File: config.mk
export PLATFORM = sky130hd
export DESIGN_NAME = fetch_pc_unit_flat
export DESIGN_NICKNAME = d
export VERILOG_FILES = /design/src/rtl/fetch_pc_unit_pkg.sv /design/src/rtl/fetch_pc_unit_if.sv /design/src/rtl/fetch_pc_unit_branch_cond_eval.sv /design/src/rtl/fetch_pc_unit.sv /design/src/flat_wrapper.sv
export SDC_FILE = /design/constraint.sdc
export NUM_CORES = 1
export LEC_CHECK = 0
export ABC_AREA = 1
export CAP_MARGIN = 20
export CORE_MARGIN = 8
export CORE_UTILIZATION = 44
export CTS_CLUSTER_DIAMETER = 150
export DETAILED_ROUTE_END_ITERATION = 8
export PLACE_DENSITY_LB_ADDON = 0.08
export SLEW_MARGIN = 10
export SYNTH_ARGS = -nofsm -noshare
export SYNTH_HDL_FRONTEND = slang
export SYNTH_SLANG_ARGS = --single-unit
File: constraint.sdc
create_clock -name clk -period 2.86 [get_ports clk]
set_input_delay 0.572 -clock clk [delete_from_list [all_inputs] [get_ports clk]]
set_output_delay 0.572 -clock clk [all_outputs]
set_load 0.03 [all_outputs]
File: src/rtl/fetch_pc_unit_pkg.sv
// Shared types and constants for the fetch / next-PC stage and its helpers.
package fetch_pc_unit_pkg;

  localparam logic [31:0] RESET_PC_DEFAULT = 32'h0000_3000;

  typedef enum logic [1:0] {
    ST_FETCH = 2'd0,
    ST_ISSUE = 2'd1,
    ST_HALT  = 2'd2
  } fetch_state_e;

  // Conditional-branch flags exactly as the decoder raises them; beq rides along with the others.
  typedef struct packed {
    logic branch;
    logic nbranch;
    logic bgez;
    logic bgtz;
    logic blez;
    logic bltz;
  } br_flags_t;

  function automatic logic [31:0] br_offset(input logic [15:0] imm);
    return {{14{imm[15]}}, imm, 2'b00};
  endfunction

endpackage

File: src/rtl/fetch_pc_unit_if.sv
// Instruction-memory request/acknowledge bus between the fetch stage and imem.
interface fetch_pc_unit_if;

  logic        imem_req;
  logic [31:0] imem_addr;
  logic        imem_ack;
  logic [31:0] imem_rdata;

  modport master (
    output imem_req,
    output imem_addr,
    input  imem_ack,
    input  imem_rdata
  );

  modport slave (
    input  imem_req,
    input  imem_addr,
    output imem_ack,
    output imem_rdata
  );

endinterface

File: src/rtl/fetch_pc_unit_branch_cond_eval.sv
// Combinational conditional-branch resolution from decoder flags and operand status.
module branch_cond_eval
  import fetch_pc_unit_pkg::*;
(
  input  br_flags_t   flags_i,
  input  logic        alu_zero_i,
  input  logic [31:0] rs_data_i,
  output logic        taken_o
);

  logic sign;
  logic zero;
  logic specific;

  assign sign     = rs_data_i[31];
  assign zero     = (rs_data_i == '0);
  // beq is only a fallback: the decoder keeps branch high for every conditional form.
  assign specific = flags_i.nbranch | flags_i.bgez | flags_i.bgtz | flags_i.blez | flags_i.bltz;

  assign taken_o = (flags_i.bgez    & ~sign)
                 | (flags_i.bltz    &  sign)
                 | (flags_i.bgtz    & ~sign & ~zero)
                 | (flags_i.blez    & (sign | zero))
                 | (flags_i.nbranch & ~alu_zero_i)
                 | (flags_i.branch  & ~specific & alu_zero_i);

endmodule

File: src/rtl/fetch_pc_unit.sv
// Owns the PC, fetches over the imem req/ack bus and issues one instruction at a time.
module fetch_pc_unit
  import fetch_pc_unit_pkg::*;
#(
  parameter logic [31:0] RESET_PC     = RESET_PC_DEFAULT,
  parameter int unsigned IMEM_TIMEOUT = 16
) (
  input  logic                   clk,
  input  logic                   rst_n,
  fetch_pc_unit_if.master        imem,
  output logic [31:0]            instr_o,
  output logic                   instr_valid_o,
  output logic [31:0]            pc_o,
  output logic [31:0]            link_pc_o,
  input  logic                   stall_i,
  input  logic                   branch_i,
  input  logic                   nbranch_i,
  input  logic                   bgez_i,
  input  logic                   bgtz_i,
  input  logic                   blez_i,
  input  logic                   bltz_i,
  input  logic                   jmp_i,
  input  logic                   jal_i,
  input  logic                   jr_i,
  input  logic                   alu_zero_i,
  input  logic [31:0]            rs_data_i,
  output logic                   fetch_err_o,
  output logic                   halted_o
);

  localparam int unsigned CNT_W = (IMEM_TIMEOUT > 1) ? $clog2(IMEM_TIMEOUT) : 1;
  localparam logic [CNT_W-1:0] CNT_LAST = CNT_W'(IMEM_TIMEOUT - 1);

  fetch_state_e     state_q;
  logic [31:0]      pc_q;
  logic [31:0]      instr_q;
  logic             req_q;
  logic             valid_q;
  logic             err_q;
  logic             halted_q;
  logic [CNT_W-1:0] cnt_q;

  br_flags_t        br_flags;
  logic             br_taken;
  logic [31:0]      pc4;
  logic [31:0]      br_tgt;
  logic [31:0]      j_tgt;
  logic [31:0]      next_pc_d;
  logic             misaligned;

  assign br_flags = '{branch:  branch_i,
                      nbranch: nbranch_i,
                      bgez:    bgez_i,
                      bgtz:    bgtz_i,
                      blez:    blez_i,
                      bltz:    bltz_i};

  branch_cond_eval u_branch_cond_eval (
    .flags_i    (br_flags),
    .alu_zero_i (alu_zero_i),
    .rs_data_i  (rs_data_i),
    .taken_o    (br_taken)
  );

  always_comb begin
    pc4       = pc_q + 32'd4;
    br_tgt    = pc4 + br_offset(instr_q[15:0]);
    j_tgt     = {pc4[31:28], instr_q[25:0], 2'b00};
    next_pc_d = pc4;
    if (jr_i) begin
      next_pc_d = rs_data_i;
    end else if (jmp_i || jal_i) begin
      next_pc_d = j_tgt;
    end else if (br_taken) begin
      next_pc_d = br_tgt;
    end
  end

  assign misaligned = |next_pc_d[1:0];

  // The request is registered, so the first FETCH cycle after reset only raises imem_req;
  // an ack is accepted (and the timeout counted) only while the request is actually out.
  always_ff @(posedge clk or negedge rst_n) begin
    if (!rst_n) begin
      state_q  <= ST_FETCH;
      pc_q     <= RESET_PC;
      instr_q  <= '0;
      req_q    <= 1'b0;
      valid_q  <= 1'b0;
      err_q    <= 1'b0;
      halted_q <= 1'b0;
      cnt_q    <= '0;
    end else begin
      case (state_q)
        ST_FETCH: begin
          if (!req_q) begin
            req_q <= 1'b1;
          end else if (imem.imem_ack) begin
            instr_q <= imem.imem_rdata;
            req_q   <= 1'b0;
            valid_q <= 1'b1;
            cnt_q   <= '0;
            state_q <= ST_ISSUE;
          end else if (cnt_q == CNT_LAST) begin
            req_q    <= 1'b0;
            err_q    <= 1'b1;
            halted_q <= 1'b1;
            cnt_q    <= '0;
            state_q  <= ST_HALT;
          end else begin
            cnt_q <= cnt_q + CNT_W'(1);
          end
        end
        ST_ISSUE: begin
          if (!stall_i) begin
            valid_q <= 1'b0;
            if (misaligned) begin
              err_q    <= 1'b1;
              halted_q <= 1'b1;
              state_q  <= ST_HALT;
            end else begin
              pc_q    <= next_pc_d;
              req_q   <= 1'b1;
              state_q <= ST_FETCH;
            end
          end
        end
        ST_HALT: begin
          req_q <= 1'b0;
        end
        default: begin
          req_q    <= 1'b0;
          valid_q  <= 1'b0;
          halted_q <= 1'b1;
          state_q  <= ST_HALT;
        end
      endcase
    end
  end

  assign imem.imem_req  = req_q;
  assign imem.imem_addr = pc_q;
  assign instr_o        = instr_q;
  assign instr_valid_o  = valid_q;
  assign pc_o           = pc_q;
  assign link_pc_o      = pc4;
  assign fetch_err_o    = err_q;
  assign halted_o       = halted_q;

endmodule

File: src/flat_wrapper.sv
// flat-port wrapper written by rule: the top's interface ports become plain ports
module fetch_pc_unit_flat import fetch_pc_unit_pkg::*;
#(
  parameter logic [31:0] RESET_PC     = RESET_PC_DEFAULT,
  parameter int unsigned IMEM_TIMEOUT = 16
)
  (clk, rst_n, instr_o, instr_valid_o, pc_o, link_pc_o, stall_i, branch_i, nbranch_i, bgez_i, bgtz_i, blez_i, bltz_i, jmp_i, jal_i, jr_i, alu_zero_i, rs_data_i, fetch_err_o, halted_o, imem_imem_req, imem_imem_addr, imem_imem_ack, imem_imem_rdata);
  fetch_pc_unit_if imem_i ();
  input  logic clk;
  input  logic rst_n;
  output logic [31:0] instr_o;
  output logic instr_valid_o;
  output logic [31:0] pc_o;
  output logic [31:0] link_pc_o;
  input  logic stall_i;
  input  logic branch_i;
  input  logic nbranch_i;
  input  logic bgez_i;
  input  logic bgtz_i;
  input  logic blez_i;
  input  logic bltz_i;
  input  logic jmp_i;
  input  logic jal_i;
  input  logic jr_i;
  input  logic alu_zero_i;
  input  logic [31:0] rs_data_i;
  output logic fetch_err_o;
  output logic halted_o;
  output wire logic [$bits(imem_i.imem_req)-1:0] imem_imem_req;
  output wire logic [$bits(imem_i.imem_addr)-1:0] imem_imem_addr;
  input wire logic [$bits(imem_i.imem_ack)-1:0] imem_imem_ack;
  input wire logic [$bits(imem_i.imem_rdata)-1:0] imem_imem_rdata;
  assign imem_imem_req = imem_i.imem_req;
  assign imem_imem_addr = imem_i.imem_addr;
  assign imem_i.imem_ack = imem_imem_ack;
  assign imem_i.imem_rdata = imem_imem_rdata;
  fetch_pc_unit #(.RESET_PC(RESET_PC), .IMEM_TIMEOUT(IMEM_TIMEOUT)) u_core (.clk(clk), .rst_n(rst_n), .imem(imem_i), .instr_o(instr_o), .instr_valid_o(instr_valid_o), .pc_o(pc_o), .link_pc_o(link_pc_o), .stall_i(stall_i), .branch_i(branch_i), .nbranch_i(nbranch_i), .bgez_i(bgez_i), .bgtz_i(bgtz_i), .blez_i(blez_i), .bltz_i(bltz_i), .jmp_i(jmp_i), .jal_i(jal_i), .jr_i(jr_i), .alu_zero_i(alu_zero_i), .rs_data_i(rs_data_i), .fetch_err_o(fetch_err_o), .halted_o(halted_o));
endmodule
=== Yosys cells after proc, flatten, opt, wreduce, memory -nomap -nowiden ===
Cells that the tools add are included.

* Output and inout bits: 132
* Input port bits: 78
* Bits in registers: 74
* Logic and storage cells: 88

* Reductions and logical operators: 13
* Bitwise gates (word level): 25
* Multiplexer cells: 28
* Equality and inequality tests: 11
* $add $sub $neg: 3

{| class="wikitable"
|+ Operators by type and width
! cell !! count
|-
| 2-to-1 mux 32 bit || 3
|-
| adder 32 x 3 -> 32 bit (second input constant) || 1
|-
| adder 32 bit || 1
|-
| zero test 32 bit || 1
|-
| 2-to-1 mux 1 bit || 13
|-
| AND reduction 6 bit || 2
|-
| 2-to-1 mux 2 bit || 5
|-
| bitwise OR 1 bit || 10
|-
| AND 1 bit || 8
|-
| 2-to-1 mux 4 bit || 2
|-
| != test 2 bit (second input constant) || 4
|-
| AND reduction 4 bit || 2
|-
| inverter 1 bit || 7
|-
| != test 2 x 1 -> 1 bit (second input constant) || 3
|-
| case mux 1 bit (3 select lines) || 2
|-
| case mux 2 bit (3 select lines) || 1
|-
| AND reduction 3 bit || 2
|-
| adder 4 x 1 -> 4 bit (second input constant) || 1
|-
| equality test 4 bit (second input constant) || 1
|-
| case mux 1 bit (2 select lines) || 2
|-
| AND reduction 2 bit || 2
|-
| != test 3 x 2 -> 1 bit (second input constant) || 1
|-
| equality test 2 x 1 -> 1 bit (second input constant) || 1
|-
| equality test 2 bit (second input constant) || 1
|-
| 4 further kinds || 4
|}

=== Logic depth before layout (Yosys ltp) ===
* Depth after elaboration: 15
* Mapped depth: 24
* Mapped depth without buffers: 24

=== Cells and area by module ===
Synthesis repeated with hierarchy kept, for this count alone.

* Cells, all modules: 1,187
* Area total of the unflattened synthesis: 7,392.1 um^2

{| class="wikitable"
|+ By module, submodules not included
! module !! cells an instance !! sequential area each (um^2) !! area an instance (um^2) !! instances
|-
| fetch_pc_unit || 1,141 || 1,854.3 || 7,198.2 || 1
|-
| branch_cond_eval || 46 || 0.0 || 193.9 || 1
|}

=== Worst setup path before layout ===
No wires, ideal clock.

* Path type: register -> register
* Start: register u_core.pc_q[3] (netlist: u_core.imem.imem_addr[3])
* End: register u_core.pc_q[29] (netlist: u_core.imem.imem_addr[29])
* Path slack: -0.641 ns
* Cell stages (with the launch flop): 21
* Data arrival time: 3.436 ns
* Required time: 2.794 ns
* Library setup time: 0.066 ns
* Path buffers: 0
* Period minus slack after synthesis: 3.501 ns
* Cell sequence: dfrtp_1 -> ha_1 -> nand3_2 -> nor2_4 -> inv_2 -> nor2_8 -> nand2_2 -> xnor2_1 -> ha_1 -> nand2_1 -> inv_1 -> nand2_1 -> inv_1 -> a21oi_1 -> or2_2 -> nand3_1 -> nand2_1 -> nand2_1 -> o21ai_0 -> nand2_1 -> nand2_1

* Cells in the longest elaborated chain, start to end: 5

{| class="wikitable"
|+ Ends and longest elaborated chain
! element !! RTL line !! text
|-
| start: declaration || fetch_pc_unit.sv:35 || <nowiki>logic [31:0] pc_q;</nowiki>
|-
| start signal: assignment || fetch_pc_unit.sv:122 || <nowiki>pc_q <= next_pc_d;</nowiki>
|-
| adder 32 x 3 -> 32 bit || fetch_pc_unit.sv:66 || <nowiki>pc4 = pc_q + 32'd4;</nowiki>
|-
| net link_pc_o[20] || flat_wrapper.sv:14 || <nowiki>output logic [31:0] link_pc_o;</nowiki>
|-
| adder 32 bit || fetch_pc_unit.sv:67 || <nowiki>br_tgt = pc4 + br_offset(instr_q[15:0]);</nowiki>
|-
| 2-to-1 mux 32 bit || fetch_pc_unit.sv:74 || <nowiki>end else if (br_taken) begin</nowiki>
|-
| 2-to-1 mux 32 bit || fetch_pc_unit.sv:72 || <nowiki>end else if (jmp_i || jal_i) begin</nowiki>
|-
| 2-to-1 mux 32 bit || fetch_pc_unit.sv:70 || <nowiki>if (jr_i) begin</nowiki>
|}

The timed path passes the listed nets, and every way through them passes these cells.
A chain may end at the register's enable or synchronous reset.

=== Worst setup path in the final report ===
* Start: register u_core.pc_q[13] (netlist: u_core.imem.imem_addr[13])
* End: register u_core.pc_q[30] (netlist: u_core.imem.imem_addr[30])

* Cells in the longest elaborated chain, start to end: 5

{| class="wikitable"
|+ Ends and longest elaborated chain
! element !! RTL line
|-
| adder 32 x 3 -> 32 bit * || fetch_pc_unit.sv:66
|-
| adder 32 bit || fetch_pc_unit.sv:67
|-
| 2-to-1 mux 32 bit || fetch_pc_unit.sv:74
|-
| 2-to-1 mux 32 bit * || fetch_pc_unit.sv:72
|-
| 2-to-1 mux 32 bit * || fetch_pc_unit.sv:70
|}

Mark *: on every way between the ends. The rest lies on a longest branch, timed or not.

==> out/results.md <==
| Item | Value | Unit |
|:---|:---|:---|
| Via density per instance | 5.18 | - |
| Number of global-route vias before repair | 9102 | - |
| Final Slew Violations | 0 | - |
| Lkg Pwr | 6.20 | nW |
| Buf/Inv on CP | 4 | - |
| Number of distinct library cell variants in the gate-level netlist after synthesis | 40 | - |
| Violations in the final reports | setup timing | - |
| Final Setup Violations | 17 | - |
| Gpl congestion | 0.981 | - |
| Final worst path period need | 3.04 | ns |
| Post-DP HPWL | 25.4 | mm |
| DRC viols | 0 | - |
| Global-route wire length before repair | 48.5 | mm |
| Fraction of the cycle the final worst path needs | 1.06 | - |
| Final Hold Slack | 0.261 | ns |
| Die X-Extent | 144 | um |
| Setup slack after layout | -0.177 | ns |
| Hold_buf cts | 0 | - |
| Avg Inst Size Synth | 6.01 | um^2 |
| Register clock-pin slew on the reported worst setup and hold paths | 0.06 | ns |
| Data arrival time of the critical path | 3.33 | ns |
| Transition time of the tightest slew-check pin | 0.706 | ns |
| Die outline area | 20800 | um^2 |
| Tightest Hold Check Type | in2async | - |
| Total clock buffers created by CTS | 9 | - |
| Number of nets with antenna violations after routing | 0 | - |
| Ratio of total power to cell area | 1310 | nW/um^2 |
| Overall power after layout | 16.4 | mW |
| Boundary pin count | 210 | - |
| Ratio of cells with drive above 1 in the final layout | 0.325 | - |
| Status | finished with violations | - |
| Largest net degree at the start of global routing | 49 | - |
| Slowest cell on the critical path | sky130_fd_sc_hd__dfstp_2 | - |
| First-iteration detailed-routing DRC count | 789 | - |
| Part of the Yosys area used for sequential elements | 0.256 | - |
| Cell Area, Synth | 7230 | um^2 |
| Stage delay of the slowest cell on the critical path | 0.60 | ns |
| Clock Tree Root | sky130_fd_sc_hd__clkbuf_16 | - |
| Vias | 9324 | - |
| Final net count | 1690 | - |
| Layout area overhead | 73.6 | % |
| Gate power share | 0.796 | - |
| Worst-path fanout max | 4 | - |
| Setup crit end kind | register | - |
| Initial Util | 0.443 | - |
| Ant diodes | 0 | - |
| Synthesis Warnings | 0 | - |
| Data required time at the worst endpoint | 3.15 | ns |
| Setup repair after global routing missed its margin | true | - |
| Clock sink total | 74 | - |
| Net Count, Synth | 1320 | - |
| Die H | 144 | um |
| Kind of cell adding the most delay to the critical path | simple AND/OR/NAND/NOR gates | - |
| NetSw | 8.45 | mW |
| Congestion Overflow GR | 0 | - |
| Highest Clock Rate | 0.329 | GHz |
| Max Clock Skew | 0.00727 | ns |
| Iteration count of the initial detailed-routing pass | 7 | - |
| Cell repeated most along the worst path | sky130_fd_sc_hd__nand2_1 | - |
| Final hold violation count | 0 | - |
| Register bit total from synthesis | 74 | - |
| PortBufs | 209 | - |
| Sequential share of power | 0.128 | - |
| Worst slew margin relative to its limit | 0.529 | - |
| Post-synthesis cell count | 1204 | - |
| WL/cell | 18.2 | um |
| Clock Power Share | 0.076 | - |
| Fill cell count | 1284 | - |
| Cell-internal power | 7.94 | mW |
| Highest ir drop seen on vdd | 692 | uV |
| Routed Wire Length | 32.7 | mm |
| CTS H-Tree Depth | 3 | - |
| Category of the most critical setup path | reg2reg | - |
| Fraction of power spent switching nets | 0.516 | - |
| Total Routing Usage GR | 0.305 | - |
| Max-capacitance violation count | 0 | - |
| Cell row count | 47 | - |
| Clock tree buffer depth | 2 | - |
| CTS tree | built | - |
| Crit start category | register | - |
| Area of the core | 16300 | um^2 |
| Clock insertion delay at the later pin of the skew report | 0.35 | ns |
| Number of antenna violations at the first check in global routing | 0 | - |
| Ordered cell list for the critical path | buf_12 > nand2_4 > nor2_4 > buf_4 > nand2_4 > inv_1 > nand4_1 > nand2_1 > inv_1 > ha_2 > nand2_2 > nor2_1 > nand2_1 > nand3b_1 > nand2_1 > nor2_1 > nor2_1 > nand2_1 > nand2_1 > nand2_1 > nand2_1 | - |
==> flip-flops by register name, summed over array words and instances, names as in the netlist <==
name,cells
u_core.halted_o,1
u_core.fetch_err_o,1
u_core.imem.imem_req,1
u_core.imem.imem_addr,32
u_core.instr_o,32
u_core.instr_valid_o,1
u_core.cnt_q,4
u_core.state_q,2
==> per-stage QoR <==
stage                     TNS [ns]  std cells  setup WS [ns]  cell area, um^2  utilization
after floorplan             -0.463       1204        -0.0801             7480            -
after global placement       -3.54       1751         -0.306            10900        0.669
after detailed placement     -4.78       1751         -0.328            10900        0.669
after CTS                    -1.13       1791         -0.148            12100        0.738
after global routing         -4.92       1799         -0.336            12600        0.768
final                        -1.77       1799         -0.177            12600        0.768
==> worst paths after layout <==
check | depth (start not counted) | startpoint | endpoint | slack (ns)
min | 1 | rst_n | u_core.cnt_q[1] | 0.26
max reg2reg | 21 | u_core.imem.imem_addr[13] | u_core.imem.imem_addr[30] | -0.18
min in group clk | 2 | u_core.instr_o[26] | u_core.instr_o[26] | 0.47
max | 21 | u_core.imem.imem_addr[13] | u_core.imem.imem_addr[30] | -0.18
max in group asynchronous | 2 | rst_n | u_core.imem.imem_addr[12] | 1.84
min reg2reg | 2 | u_core.instr_o[26] | u_core.instr_o[26] | 0.47
==> Yosys cell counts, drive strengths merged <==
master / instances / area share
a31o: 2 / 0.0024
or2: 3 / 0.0026
o21bai: 3 / 0.0031
o22ai: 2 / 0.0017
nor4: 1 / 0.00087
nand4: 26 / 0.022
nand3: 72 / 0.052
nor2: 156 / 0.088
a31oi: 2 / 0.0017
ha: 37 / 0.064
clkbuf: 11 / 0.0057
dfrtp: 72 / 0.25
nand2: 471 / 0.25
o21ai: 35 / 0.025
o311ai: 1 / 0.0012
buf: 51 / 0.050
xnor2: 16 / 0.019
xor2: 20 / 0.025
a21o: 1 / 0.0010
o211ai: 2 / 0.0028
and2: 1 / 0.00087
inv: 148 / 0.077
nor3: 14 / 0.0097
dfstp: 2 / 0.0073
fa: 1 / 0.0028
a21oi: 50 / 0.035
nand3b: 4 / 0.0042
==> cell type report <==
class,instances,area (um^2),share of cell area
multi-input cells,920,5700,0.454
repair buffers,421,3840,0.306
flip-flops and latches,74,1870,0.149
inverters,148,561,0.0446
well taps,220,275,0.0219
clock buffers,13,270,0.0215
clock inverters,3,46.3,0.00369
==> layer usage <==
layer | GRT usage | part of all wire | vias up
li1 | - | - | 4469
met1 | 0.371 | 0.39 | 4327
met5 | 0 | 0 | -
met4 | 0.147 | 0.050 | 0
met2 | 0.496 | 0.47 | 446
met3 | 0.0749 | 0.090 | 82
==> power by group through the flow <==
stage | Clock, mW | Sequential [mW] | Combinational, mW
global placement | 0 | 2.03 | 10.9
global route | 1.30 | 2.15 | 13.9
CTS | 1.25 | 2.06 | 12.1
floorplan | 0 | 2.93 | 5.16
finish | 1.24 | 2.09 | 13.1
detailed placement | 0 | 2.03 | 11.0
==> cells in the final DEF (no fill, tap or decap), types with 5 or more instances in the layout <==
| cell type | count |
|---|---|
| sky130_fd_sc_hd__nand2_1 | 402 |
| sky130_fd_sc_hd__a21oi_4 | 6 |
| sky130_fd_sc_hd__buf_6 | 9 |
| sky130_fd_sc_hd__o21ai_1 | 8 |
| sky130_fd_sc_hd__a21oi_1 | 32 |
| sky130_fd_sc_hd__nand4_1 | 26 |
| sky130_fd_sc_hd__dfrtp_2 | 10 |
| sky130_fd_sc_hd__nor2_2 | 16 |
| sky130_fd_sc_hd__nor3_2 | 5 |
| sky130_fd_sc_hd__ha_1 | 14 |
| sky130_fd_sc_hd__o21ai_0 | 23 |
| sky130_fd_sc_hd__dlygate4sd2_1 | 5 |
| sky130_fd_sc_hd__inv_1 | 112 |
| sky130_fd_sc_hd__buf_4 | 204 |
| sky130_fd_sc_hd__inv_2 | 34 |
| sky130_fd_sc_hd__xor2_2 | 6 |
| sky130_fd_sc_hd__nand3_2 | 23 |
| sky130_fd_sc_hd__nor2_4 | 25 |
| sky130_fd_sc_hd__xnor2_1 | 10 |
| sky130_fd_sc_hd__buf_12 | 15 |
| sky130_fd_sc_hd__clkbuf_16 | 9 |
| sky130_fd_sc_hd__a21oi_2 | 12 |
| sky130_fd_sc_hd__nor3_1 | 6 |
| sky130_fd_sc_hd__nand3_1 | 45 |
| sky130_fd_sc_hd__ha_4 | 21 |
| sky130_fd_sc_hd__nand2_2 | 48 |
| sky130_fd_sc_hd__dfrtp_1 | 62 |
| sky130_fd_sc_hd__nor2_1 | 114 |
| sky130_fd_sc_hd__nand2_4 | 21 |
| sky130_fd_sc_hd__xor2_1 | 10 |
| sky130_fd_sc_hd__clkdlybuf4s50_1 | 182 |
==> worst register-to-register path, cell delays in order (launching register included) <==
cell and delay, ns:
sky130_fd_sc_hd__dfstp_2 0.60, sky130_fd_sc_hd__buf_12 0.12, sky130_fd_sc_hd__nand2_4 0.05, sky130_fd_sc_hd__nor2_4 0.09, sky130_fd_sc_hd__buf_4 0.12, sky130_fd_sc_hd__nand2_4 0.06
sky130_fd_sc_hd__inv_1 0.09, sky130_fd_sc_hd__nand4_1 0.11, sky130_fd_sc_hd__nand2_1 0.14, sky130_fd_sc_hd__inv_1 0.08, sky130_fd_sc_hd__ha_2 0.40, sky130_fd_sc_hd__nand2_2 0.13
sky130_fd_sc_hd__nor2_1 0.20, sky130_fd_sc_hd__nand2_1 0.10, sky130_fd_sc_hd__nand3b_1 0.22, sky130_fd_sc_hd__nand2_1 0.12, sky130_fd_sc_hd__nor2_1 0.04, sky130_fd_sc_hd__nor2_1 0.08
sky130_fd_sc_hd__nand2_1 0.06, sky130_fd_sc_hd__nand2_1 0.06, sky130_fd_sc_hd__nand2_1 0.05, sky130_fd_sc_hd__nand2_1 0.06
==> kinds of logic after synthesis <==
family / Yosys count / share of synthesized area
AOI/OAI and AO/OA: 98 / 0.0733
xor gates and xnor gates: 36 / 0.0446
adders and majority gates: 38 / 0.0668
buffers and inverters: 210 / 0.132
DFF: 74 / 0.256
and+or+nand+nor: 748 / 0.427
==> timing repair <==
| item | in CTS | in global routing |
|---|---|---|
| gates resized for setup | 175 | 121 |
| pin swaps | 75 | 74 |
| endpoints found under the setup margin | 36 | 35 |
| buffers inserted | 24 | 8 |
Note: power is estimated with default switching activity, not from simulation.
